### src/rtl/pc_pkg.sv
// Shared types and sizing helpers for the SAP-1.5 program sequencer.
// The package itself has no configuration macros.
package pc_pkg;

    // Operations that the control unit can request, one per cycle.
    // Encodings 6 and 7 are not defined and act as HOLD.
    typedef enum logic [2:0] {
        PC_HOLD = 3'd0,
        PC_INC  = 3'd1,
        PC_JMP  = 3'd2,
        PC_REL  = 3'd3,
        PC_CALL = 3'd4,
        PC_RET  = 3'd5
    } pc_op_t;

    localparam int PC_OP_W = 3;

    // Width of an occupancy count that must hold every value from 0 to depth.
    function automatic int depth_width(input int depth);
        return $clog2(depth + 1);
    endfunction

    // Width of an index into a stack of the given depth (at least 1 bit).
    function automatic int index_width(input int depth);
        return (depth > 1) ? $clog2(depth) : 1;
    endfunction

endpackage

### src/rtl/return_stack.sv
// LIFO return-address stack for the program sequencer.
// The top of stack is read combinationally, so a RET needs no extra cycle.
// Only the depth counter is reset; the stored entries are don't-care after reset.
// There are no configuration macros.
module return_stack
    import pc_pkg::*;
#(
    parameter int WIDTH = 4,
    parameter int DEPTH = 4
) (
    input  logic                           clk,
    input  logic                           reset,
    input  logic                           push,
    input  logic                           pop,
    input  logic [WIDTH-1:0]               push_data,
    output logic [WIDTH-1:0]               top_data,
    output logic [depth_width(DEPTH)-1:0]  depth,
    output logic                           full,
    output logic                           empty
);

    localparam int DW = depth_width(DEPTH);
    localparam int AW = index_width(DEPTH);

    // The array is rounded up to a power of two so every index value is in range.
    logic [WIDTH-1:0] mem_q [0:(1<<AW)-1];
    logic [DW-1:0]    depth_q;
    logic [DW-1:0]    depth_d;
    logic [DW-1:0]    depth_m1;
    logic [AW-1:0]    wr_idx;
    logic [AW-1:0]    rd_idx;
    logic             do_push;
    logic             do_pop;

    assign full     = (depth_q == DW'(DEPTH));
    assign empty    = (depth_q == '0);
    assign do_push  = push && !full;
    assign do_pop   = pop && !empty;
    assign depth_m1 = depth_q - DW'(1);
    assign wr_idx   = depth_q[AW-1:0];
    assign rd_idx   = depth_m1[AW-1:0];
    assign top_data = mem_q[rd_idx];
    assign depth    = depth_q;

    // Occupancy changes by one on a push or a pop; both at once leave it unchanged.
    always_comb begin
        depth_d = depth_q;
        if (do_push && !do_pop) begin
            depth_d = depth_q + DW'(1);
        end else if (do_pop && !do_push) begin
            depth_d = depth_m1;
        end
    end

    // Depth register with asynchronous reset.
    always_ff @(posedge clk or posedge reset) begin
        if (reset) begin
            depth_q <= '0;
        end else begin
            depth_q <= depth_d;
        end
    end

    // Entry storage is written only at the first free slot, so occupied entries are never overwritten.
    always_ff @(posedge clk) begin
        if (do_push) begin
            mem_q[wr_idx] <= push_data;
        end
    end

endmodule

### src/rtl/program_sequencer.sv
// SAP-1.5 program counter with increment, absolute jump, relative branch,
// and subroutine call/return through an internal return stack.
// Macro PC_REL_BRANCH_EN: when defined, REL adds a sign-extended offset to
// the PC. When it is undefined, REL acts as HOLD and offset_in is ignored.
module program_sequencer
    import pc_pkg::*;
#(
    parameter int          ADDR_WIDTH   = 4,
    parameter int          STACK_DEPTH  = 4,
    parameter int          OFFSET_WIDTH = 4,
    parameter int unsigned RESET_VECTOR = 0
) (
    input  logic                                 clk,
    input  logic                                 reset,
    input  logic                                 enable,
    input  logic [PC_OP_W-1:0]                   op,
    input  logic [ADDR_WIDTH-1:0]                counter_in,
    input  logic [OFFSET_WIDTH-1:0]              offset_in,
    input  logic                                 clear_flags,
    output logic [ADDR_WIDTH-1:0]                counter_out,
    output logic [depth_width(STACK_DEPTH)-1:0]  stack_depth,
    output logic                                 stack_empty,
    output logic                                 stack_full,
    output logic                                 stack_ovf,
    output logic                                 stack_unf
);

    logic [ADDR_WIDTH-1:0] pc_q;
    logic [ADDR_WIDTH-1:0] pc_d;
    logic                  ovf_q;
    logic                  ovf_d;
    logic                  unf_q;
    logic                  unf_d;
    logic [ADDR_WIDTH-1:0] pc_plus1;
    logic [ADDR_WIDTH-1:0] top_data;
    logic                  push;
    logic                  pop;
    logic                  st_full;
    logic                  st_empty;
    pc_op_t                op_e;

    assign op_e     = pc_op_t'(op);
    assign pc_plus1 = pc_q + ADDR_WIDTH'(1);

`ifdef PC_REL_BRANCH_EN
    logic signed [ADDR_WIDTH-1:0] off_ext;
    logic        [ADDR_WIDTH-1:0] pc_rel;
    // The branch base is the current PC, not PC+1.
    assign off_ext = ADDR_WIDTH'($signed(offset_in));
    assign pc_rel  = pc_q + off_ext;
`else
    logic unused_offset;
    assign unused_offset = ^offset_in;
`endif

    return_stack #(
        .WIDTH (ADDR_WIDTH),
        .DEPTH (STACK_DEPTH)
    ) u_stack (
        .clk       (clk),
        .reset     (reset),
        .push      (push),
        .pop       (pop),
        .push_data (pc_plus1),
        .top_data  (top_data),
        .depth     (stack_depth),
        .full      (st_full),
        .empty     (st_empty)
    );

    // Op decode and next-PC mux. A new error outranks a flag clear in the same cycle.
    always_comb begin
        pc_d  = pc_q;
        ovf_d = ovf_q;
        unf_d = unf_q;
        push  = 1'b0;
        pop   = 1'b0;
        if (clear_flags) begin
            ovf_d = 1'b0;
            unf_d = 1'b0;
        end
        if (enable) begin
            case (op_e)
                PC_INC:  pc_d = pc_plus1;
                PC_JMP:  pc_d = counter_in;
                PC_REL: begin
`ifdef PC_REL_BRANCH_EN
                    pc_d = pc_rel;
`endif
                end
                PC_CALL: begin
                    if (st_full) begin
                        ovf_d = 1'b1;
                    end else begin
                        push = 1'b1;
                        pc_d = counter_in;
                    end
                end
                PC_RET: begin
                    if (st_empty) begin
                        unf_d = 1'b1;
                    end else begin
                        pop  = 1'b1;
                        pc_d = top_data;
                    end
                end
                default: ;
            endcase
        end
    end

    // PC and sticky error flags, asynchronously reset.
    always_ff @(posedge clk or posedge reset) begin
        if (reset) begin
            pc_q  <= ADDR_WIDTH'(RESET_VECTOR);
            ovf_q <= 1'b0;
            unf_q <= 1'b0;
        end else begin
            pc_q  <= pc_d;
            ovf_q <= ovf_d;
            unf_q <= unf_d;
        end
    end

    assign counter_out = pc_q;
    assign stack_empty = st_empty;
    assign stack_full  = st_full;
    assign stack_ovf   = ovf_q;
    assign stack_unf   = unf_q;

endmodule

### config.mk
export PLATFORM = sky130hd
export DESIGN_NAME = program_sequencer
export DESIGN_NICKNAME = d
export VERILOG_FILES = /design/src/rtl/pc_pkg.sv /design/src/rtl/return_stack.sv /design/src/rtl/program_sequencer.sv
export SDC_FILE = /design/constraint.sdc
export NUM_CORES = 1
export LEC_CHECK = 0
export CORE_MARGIN = 2
export CORE_UTILIZATION = 43
export CTS_CLUSTER_SIZE = 20
export DETAILED_ROUTE_END_ITERATION = 7
export DONT_BUFFER_PORTS = 1
export GPL_TIMING_DRIVEN = 0
export HOLD_SLACK_MARGIN = 0.12
export MAX_ROUTING_LAYER = met4
export SETUP_SLACK_MARGIN = 0.02
export SLEW_MARGIN = 5
export SYNTH_ARGS = -nofsm -noshare
export SYNTH_HDL_FRONTEND = slang
export SYNTH_HIERARCHICAL = 1
export SYNTH_SLANG_ARGS = --single-unit
### constraint.sdc
create_clock -name clk -period 2.1 [get_ports clk]
set_input_delay 0.42 -clock clk [delete_from_list [all_inputs] [get_ports clk]]
set_output_delay 0.42 -clock clk [all_outputs]
set_load 0.02 [all_outputs]
==> results of run 1 <==
-- synth_stat cells (all sizes together) --
library cell	instances	area, sq um
a221oi	1	8.76
and2	4	25.0
and3	3	18.8
buf	3	21.3
clkbuf	1	3.75
dfrtp	9	225
edfxtp	16	480
ha	7	87.6
inv	11	41.3
mux2	3	41.3
mux2i	6	60.1
mux4	4	90.1
nand2	5	26.3
nand2b	4	25.0
nand3	3	15.0
nand4b	1	8.76
nor2	3	11.3
nor2b	3	18.8
nor3	2	10.0
nor3b	2	15.0
nor4	1	6.26
o211ai	1	7.51
o21ai	5	25.0
o221ai	2	23.8
o22ai	1	6.26
o2bb2ai	1	8.76
o311ai	1	8.76
o32ai	1	8.76
or4b	1	10.0
xnor2	3	26.3
xor2	3	26.3
-- layout make-up --
class | count | share of cell area [%]
plain buffers | 4 | 1.78
repair buffers | 6 | 2.94
inverters | 11 | 3.17
well taps | 44 | 3.40
clock inverters | 1 | 0.464
clock buffers | 3 | 1.39
multi-input cells | 71 | 43.1
flip-flops and latches | 25 | 43.7
-- metrics by stage --
stage          std cells  power (mW)
6_report             165        1.99
5_1_grt              165        2.13
4_1_cts              163        1.97
3_5_place_dp         155        1.67
3_3_place_gp         155        1.65
2_1_floorplan        111        1.51
-- state kept, by name, summed over array words and instances (netlist names) --
name and cells:
stack_ovf 1, counter_out 4, stack_unf 1, u_stack/depth 3, u_stack/mem_q 16
-- layer usage --
| layer | GRT usage, % | vias up | share of wire (%) |
|---|---|---|---|
| met2 | 27.6 | 13 | 50 |
| li1 | - | 426 | - |
| met5 | - | - | 0 |
| met1 | 20.5 | 433 | 46 |
| met4 | 4.66 | 0 | 0.53 |
| met3 | 3.41 | 2 | 3.5 |
-- cells by family (layout without fill, tap and decap cells) --
| logic type | Yosys count | after routing | share of synthesized area, % |
|---|---|---|---|
| xor+xnor | 6 | 6 | 3.78 |
| mux | 13 | 13 | 13.8 |
| simple gates | 32 | 32 | 13.7 |
| compound gates | 13 | 13 | 7.01 |
| flops | 25 | 25 | 50.7 |
| buf+inv | 15 | 25 | 4.77 |
| fa+ha+maj | 7 | 7 | 6.29 |
-- final timing paths --
kind                                                    from                           end  depth (start not counted)
min in group asynchronous                              reset  u_stack/depth[1]$_DFFE_PP0P_                          2
worst max register to register  u_stack/depth[0]$_DFFE_PP0P_  u_stack/depth[2]$_DFFE_PP0P_                          9
worst min-delay path                             clear_flags           stack_ovf$_DFF_PP0_                          1
worst max-delay path            u_stack/depth[0]$_DFFE_PP0P_  u_stack/depth[2]$_DFFE_PP0P_                          9
worst min register to register  u_stack/depth[1]$_DFFE_PP0P_  u_stack/depth[1]$_DFFE_PP0P_                          2
max in group asynchronous                              reset           stack_unf$_DFF_PP0_                          2
-- what timing repair did --
item,4_1_cts,5_1_grt
pin swaps,2,3
buffers inserted,3,2
hold endpoints to repair,9,0
hold buffers,1,0
endpoints found under the setup margin,5,3
resized for setup,6,6
-- worst reg2reg max path: cells and delay by family (launching register included) --
family,cells,cell delay (ns)
XOR/XNOR,1,0.15
multiplexers,1,0.22
adder cells (fa/ha/maj),2,0.28
AND/OR/NAND/NOR,3,0.55
buffers and inverters,2,0.20
flip-flops,1,0.51
-- cell usage in the layout, fill, tap and decap left out, drive strengths merged --
cell | netlist | routed
and2 | 4 | 4
edfxtp | 16 | 16
nand2 | 5 | 5
o32ai | 1 | 1
inv | 11 | 11
o2bb2ai | 1 | 1
nand4b | 1 | 1
xor2 | 3 | 3
mux4 | 4 | 4
o311ai | 1 | 1
clkinvlp | 0 | 1
a221oi | 1 | 1
o22ai | 1 | 1
nor2 | 3 | 3
nor2b | 3 | 3
o221ai | 2 | 2
dfrtp | 9 | 9
or4b | 1 | 1
nand2b | 4 | 4
o211ai | 1 | 1
o21ai | 5 | 5
xnor2 | 3 | 3
dlygate4sd3 | 0 | 1
and3 | 3 | 3
nor3b | 2 | 2
ha | 7 | 7
nand3 | 3 | 3
clkbuf | 1 | 4
buf | 3 | 8
mux2i | 6 | 6
mux2 | 3 | 3
nor3 | 2 | 2
nor4 | 1 | 1
-- report_power, final --
part / total [mW] / internal (mW) / switching, mW
Clock: 0.221 / 0.0726 / 0.148
Sequential: 0.881 / 0.682 / 0.199
Combinational: 0.884 / 0.441 / 0.443
==> flow_metrics.py, run 1 <==
metrics = {
    "sta": {
        "relSlewSlack_pct": 70.2,
        "worst_clock_skew_ns": 0.0104,
        "hold-worst-slack_ns": 0.181,
        "worstMarginPinSlew_ns": 0.446,
        "setup_tns_ns": 0,
        "setup_viol": 0,
        "hold_violations": 0,
        "finalCriticalPeriod_ns": 2.03,
        "rsz0062_at_grt": "true",
        "worst_slack_ns": 0.0730,
        "slew_violations": 0,
        "fmax_mhz": 493,
        "period_share_pct": 96.5,
    },
    "routing": {
        "antenna_left": 0,
        "viasPerCell": 5.30,
        "drt_pass1_iterations": 4,
        "drt_iter0_markers": 38,
        "drt-total-wl_um": 2630,
        "vias": 874,
        "wire_per_inst_um": 15.9,
        "route.detailed.drc": 0,
    },
    "finish": {
        "nets": 144,
        "drive_gt1_share_pct": 28.1,
        "final_design_area_no_fill_sq_um": 1620,
        "seq_area_sq_um": 708,
        "fillers": 267,
        "multiInputGateArea_sq_um": 698,
        "area_delta_synth_final_pct": 16.4,
        "diodes": 0,
        "fin_util_pct": 52.6,
    },
    "clock_network": {
        "clk_latency_ns": 0.32,
        "cts.path.max_buffers": 2,
        "clkTransAtPathRegs_ns": 0.14,
        "htree_num_levels": 1,
        "cts_root_buf": "clkbuf_4",
        "cts_buffers": 3,
        "cts.sinks": 25,
        "cts_tree": "built",
    },
    "critical_path": {
        "cp_cell_sequence": "buf_8 > inv_6 > ha_4 > nor2b_4 > nand2b_4 > ha_4 > mux2i_1 > nor2_2 > xor2_1",
        "worstPathMaxFanout": 6,
        "worstSetupEndpointType": "register",
        "critPathSlowestCell": "dfrtp_2",
        "cp-start-kind": "register",
        "slowest_delay_ns": 0.51,
        "crit_required_ns": 2.29,
        "critPathKind": "reg2reg",
        "critPathTopFamily": "simple AND/OR/NAND/NOR gates",
        "critPathBufInv": 2,
        "r2r_setup_slack_ns": 0.07,
        "crit_top_cell": "ha_4",
        "cp.arrival_ns": 2.21,
    },
    "place": {
        "gp_congestion": 0.833,
        "dp_hpwl_um": 1970,
        "io_buffers": 0,
        "dp_worst_setup_slack_ns": -0.154,
        "placed_area_sq_um": 1480,
    },
    "floorplan": {
        "fp.dieH_um": 60.9,
        "die_x_um": 60.9,
        "dieArea_sq_um": 3710,
        "rows": 20,
        "core_sq_um": 3080,
        "io_pins": 26,
        "start_util_pct": 45.2,
    },
    "global_route": {
        "antenna_found_initial": 0,
        "grt_max_degree": 16,
        "grt_pass1_wl_um": 4240,
        "grtUsageTotal_pct": 16.6,
        "first_global_vias": 879,
        "grt_overflow": 0,
    },
    "synthesis": {
        "postSynthAreaPerCell_sq_um": 12.5,
        "synth_area_sq_um": 1390,
        "ys_seq_area_share_pct": 50.7,
        "yosysWarnings": 6,
        "synth_fp_nets": 133,
        "ys_types": 35,
        "netlist_instances": 111,
        "ys_seq_elements": 25,
    },
    "job": {
        "drv_cap": 0,
    },
    "min_path": {
        "hold_class": "in2reg",
    },
    "power": {
        "p_leak_nw": 0.636,
        "ir_drop_v": 0.000498,
        "power_density_nw_per_um2": 1230,
    },
    "run_status": {
        "status": "completed",
    },
}
No activity file was read; power rests on OpenSTA's default activity.
==> run 2: changes to the inputs <==
Clock period 2.1 ns to 2.2 ns, I/O delays scaled along.
==> flow_metrics.py, run 2 (same netlist as run 1, synthesis figures left out) <==
metrics = {
    "run_status": {
        "status": "completed",
    },
    "place": {
        "gp_congestion": 0.812,
        "dp_hpwl_um": 1920,
        "io_buffers": 0,
        "placed_area_sq_um": 1450,
        "dp_worst_setup_slack_ns": -0.250,
    },
    "sta": {
        "worstMarginPinSlew_ns": 0.486,
        "worst_slack_ns": 0.0834,
        "rsz0062_at_grt": "true",
        "slew_violations": 0,
        "worst_clock_skew_ns": 0.0129,
        "setup_viol": 0,
        "period_share_pct": 96.2,
        "relSlewSlack_pct": 67.6,
        "hold_violations": 0,
        "fmax_mhz": 472,
        "hold-worst-slack_ns": 0.201,
        "finalCriticalPeriod_ns": 2.12,
    },
    "routing": {
        "wire_per_inst_um": 15.5,
        "drt-total-wl_um": 2600,
        "vias": 899,
        "drt_iter0_markers": 26,
        "antenna_left": 0,
        "drt_pass1_iterations": 4,
        "route.detailed.drc": 0,
        "viasPerCell": 5.35,
    },
    "critical_path": {
        "slowest_delay_ns": 0.50,
        "critPathBufInv": 3,
        "critPathSlowestCell": "or4b_4",
        "cp-start-kind": "register",
        "critPathKind": "reg2reg",
        "r2r_start": "u_stack/depth[0]$_DFFE_PP0P_",
        "crit_required_ns": 2.43,
        "critPathTopFamily": "simple AND/OR/NAND/NOR gates",
        "r2r_cells": 9,
        "r2r_setup_slack_ns": 0.08,
        "worstPathMaxFanout": 4,
        "r2r-end": "counter_out[2]$_DFFE_PP0P_",
        "cp.arrival_ns": 2.34,
        "cp_cell_sequence": "buf_6 > inv_1 > ha_2 > nand2_2 > inv_4 > or4b_4 > o221ai_4 > nand2_4 > mux2_4",
        "worstSetupEndpointType": "register",
    },
    "floorplan": {
        "die_x_um": 60.9,
        "core_sq_um": 3080,
        "dieArea_sq_um": 3710,
        "rows": 20,
        "fp.dieH_um": 60.9,
        "io_pins": 26,
        "start_util_pct": 45.2,
    },
    "power": {
        "combPwrFrac_pct": 42.8,
        "p_leak_nw": 0.641,
        "pwr-share-seq_pct": 45.8,
        "netSwitchingPower_mw": 0.715,
        "power_density_nw_per_um2": 1140,
        "ir_drop_v": 0.000505,
        "swShare_pct": 39.3,
        "p_int_mw": 1.11,
        "clock_power_share_pct": 11.4,
    },
    "min_path": {
        "min_from": "clear_flags",
        "hold_depth": 1,
        "worst_hold_path.endpoint": "stack_ovf$_DFF_PP0_",
        "hold_class": "in2reg",
    },
    "finish": {
        "final_design_area_no_fill_sq_um": 1600,
        "final_cell_mix": "edfxtp_1 (16), inv_1 (10), buf_4 (8), dfrtp_1 (7), mux2i_1 (6)",
        "max_flop_register": "u_stack/mem_q",
        "drive_gt1_share_pct": 27.4,
        "largest_reg_flops": 16,
        "fin_util_pct": 52.0,
        "final_common_cell": "edfxtp_1",
        "diodes": 0,
        "area_delta_synth_final_pct": 14.9,
        "nets": 147,
    },
    "global_route": {
        "grt_overflow": 0,
        "antenna_found_initial": 0,
        "grtUsageTotal_pct": 17.0,
        "grt_max_degree": 16,
        "first_global_vias": 914,
        "grt_pass1_wl_um": 4400,
    },
    "clock_network": {
        "htree_num_levels": 1,
        "cts.sinks": 25,
        "clk_latency_ns": 0.32,
        "clkTransAtPathRegs_ns": 0.14,
        "cts_root_buf": "clkbuf_4",
        "cts_tree": "built",
        "cts.path.max_buffers": 2,
        "cts_buffers": 3,
    },
    "job": {
        "drv_cap": 0,
    },
}
[run 2: changes by cell type in the layout (fill, tap and decap cells not counted), sizes merged]
cell / change
buf: +3
[run 2: worst reg2reg max path, delay by kind of cell, from the launching register on]
| family | cells | cell delay [ns] |
|---|---|---|
| muxes | 1 | 0.30 |
| and+or+nand+nor | 3 | 0.70 |
| adders and majority gates | 1 | 0.20 |
| buffers and inverters | 3 | 0.27 |
| AOI/OAI and AO/OA | 1 | 0.10 |
| DFF | 1 | 0.49 |
[run 2: area by class of cell]
class	instances	area [sq um]
plain buffers	4	25.0
flip-flops and latches	25	708
clock inverters	1	7.51
well taps	44	55.1
multi-input cells	71	667
inverters	11	43.8
fillers	275	1480
repair buffers	9	70.1
clock buffers	3	22.5
[run 2: layer usage]
metal | up-vias | track usage, % | part of all wire [%]
li1 | 429 | - | -
met1 | 449 | 22.2 | 46
met2 | 19 | 26.1 | 49
met3 | 2 | 3.41 | 4.6
met4 | 0 | 6.52 | 0.88
met5 | - | - | 0
[run 2: how the worst max path moves through the flow]
| stage | startpoint | endpoint | slack [ns] | cells after the start |
|---|---|---|---|---|
| after detailed placement | u_stack/depth[0]$_DFFE_PP0P_ | u_stack/depth[2]$_DFFE_PP0P_ | -0.25 | 10 |
| after CTS | u_stack/depth[0]$_DFFE_PP0P_ | counter_out[2]$_DFFE_PP0P_ | 0.02 | 9 |
| after global routing | u_stack/depth[0]$_DFFE_PP0P_ | counter_out[1]$_DFFE_PP0P_ | 0.002 | 9 |
| after floorplan | u_stack/depth[0]$_DFFE_PP0P_ | u_stack/depth[2]$_DFFE_PP0P_ | 0.03 | 10 |
| final | u_stack/depth[0]$_DFFE_PP0P_ | counter_out[2]$_DFFE_PP0P_ | 0.08 | 9 |
| after global placement | u_stack/depth[0]$_DFFE_PP0P_ | u_stack/depth[2]$_DFFE_PP0P_ | -0.21 | 10 |
[run 2: stage by stage]
| stage | TNS [ns] | instances | power (mW) |
|---|---|---|---|
| after floorplan | 0 | 111 | 1.37 |
| after detailed placement | -0.917 | 155 | 1.52 |
| after CTS | 0 | 162 | 1.79 |
| after global placement | -0.691 | 155 | 1.50 |
| after global routing | 0 | 168 | 1.96 |
| final | 0 | 168 | 1.82 |
[run 2: what timing repair did]
action / CTS / global route
hold buffers: 1 / 0
cloned: 0 / 0
gates resized for setup: 6 / 5
setup endpoints to repair: 9 / 5
pin swaps: 0 / 2
setup buffers: 2 / 6
endpoints found under the hold margin: 9 / 0
[run 2: power by group through the flow]
stage / registers [mW] / logic (mW) / clock network, mW
after detailed placement: 0.836 / 0.688 / 0
after global routing: 0.852 / 0.865 / 0.240
after floorplan: 0.812 / 0.559 / 0
after global placement: 0.832 / 0.670 / 0
after CTS: 0.835 / 0.742 / 0.218
final: 0.833 / 0.780 / 0.208
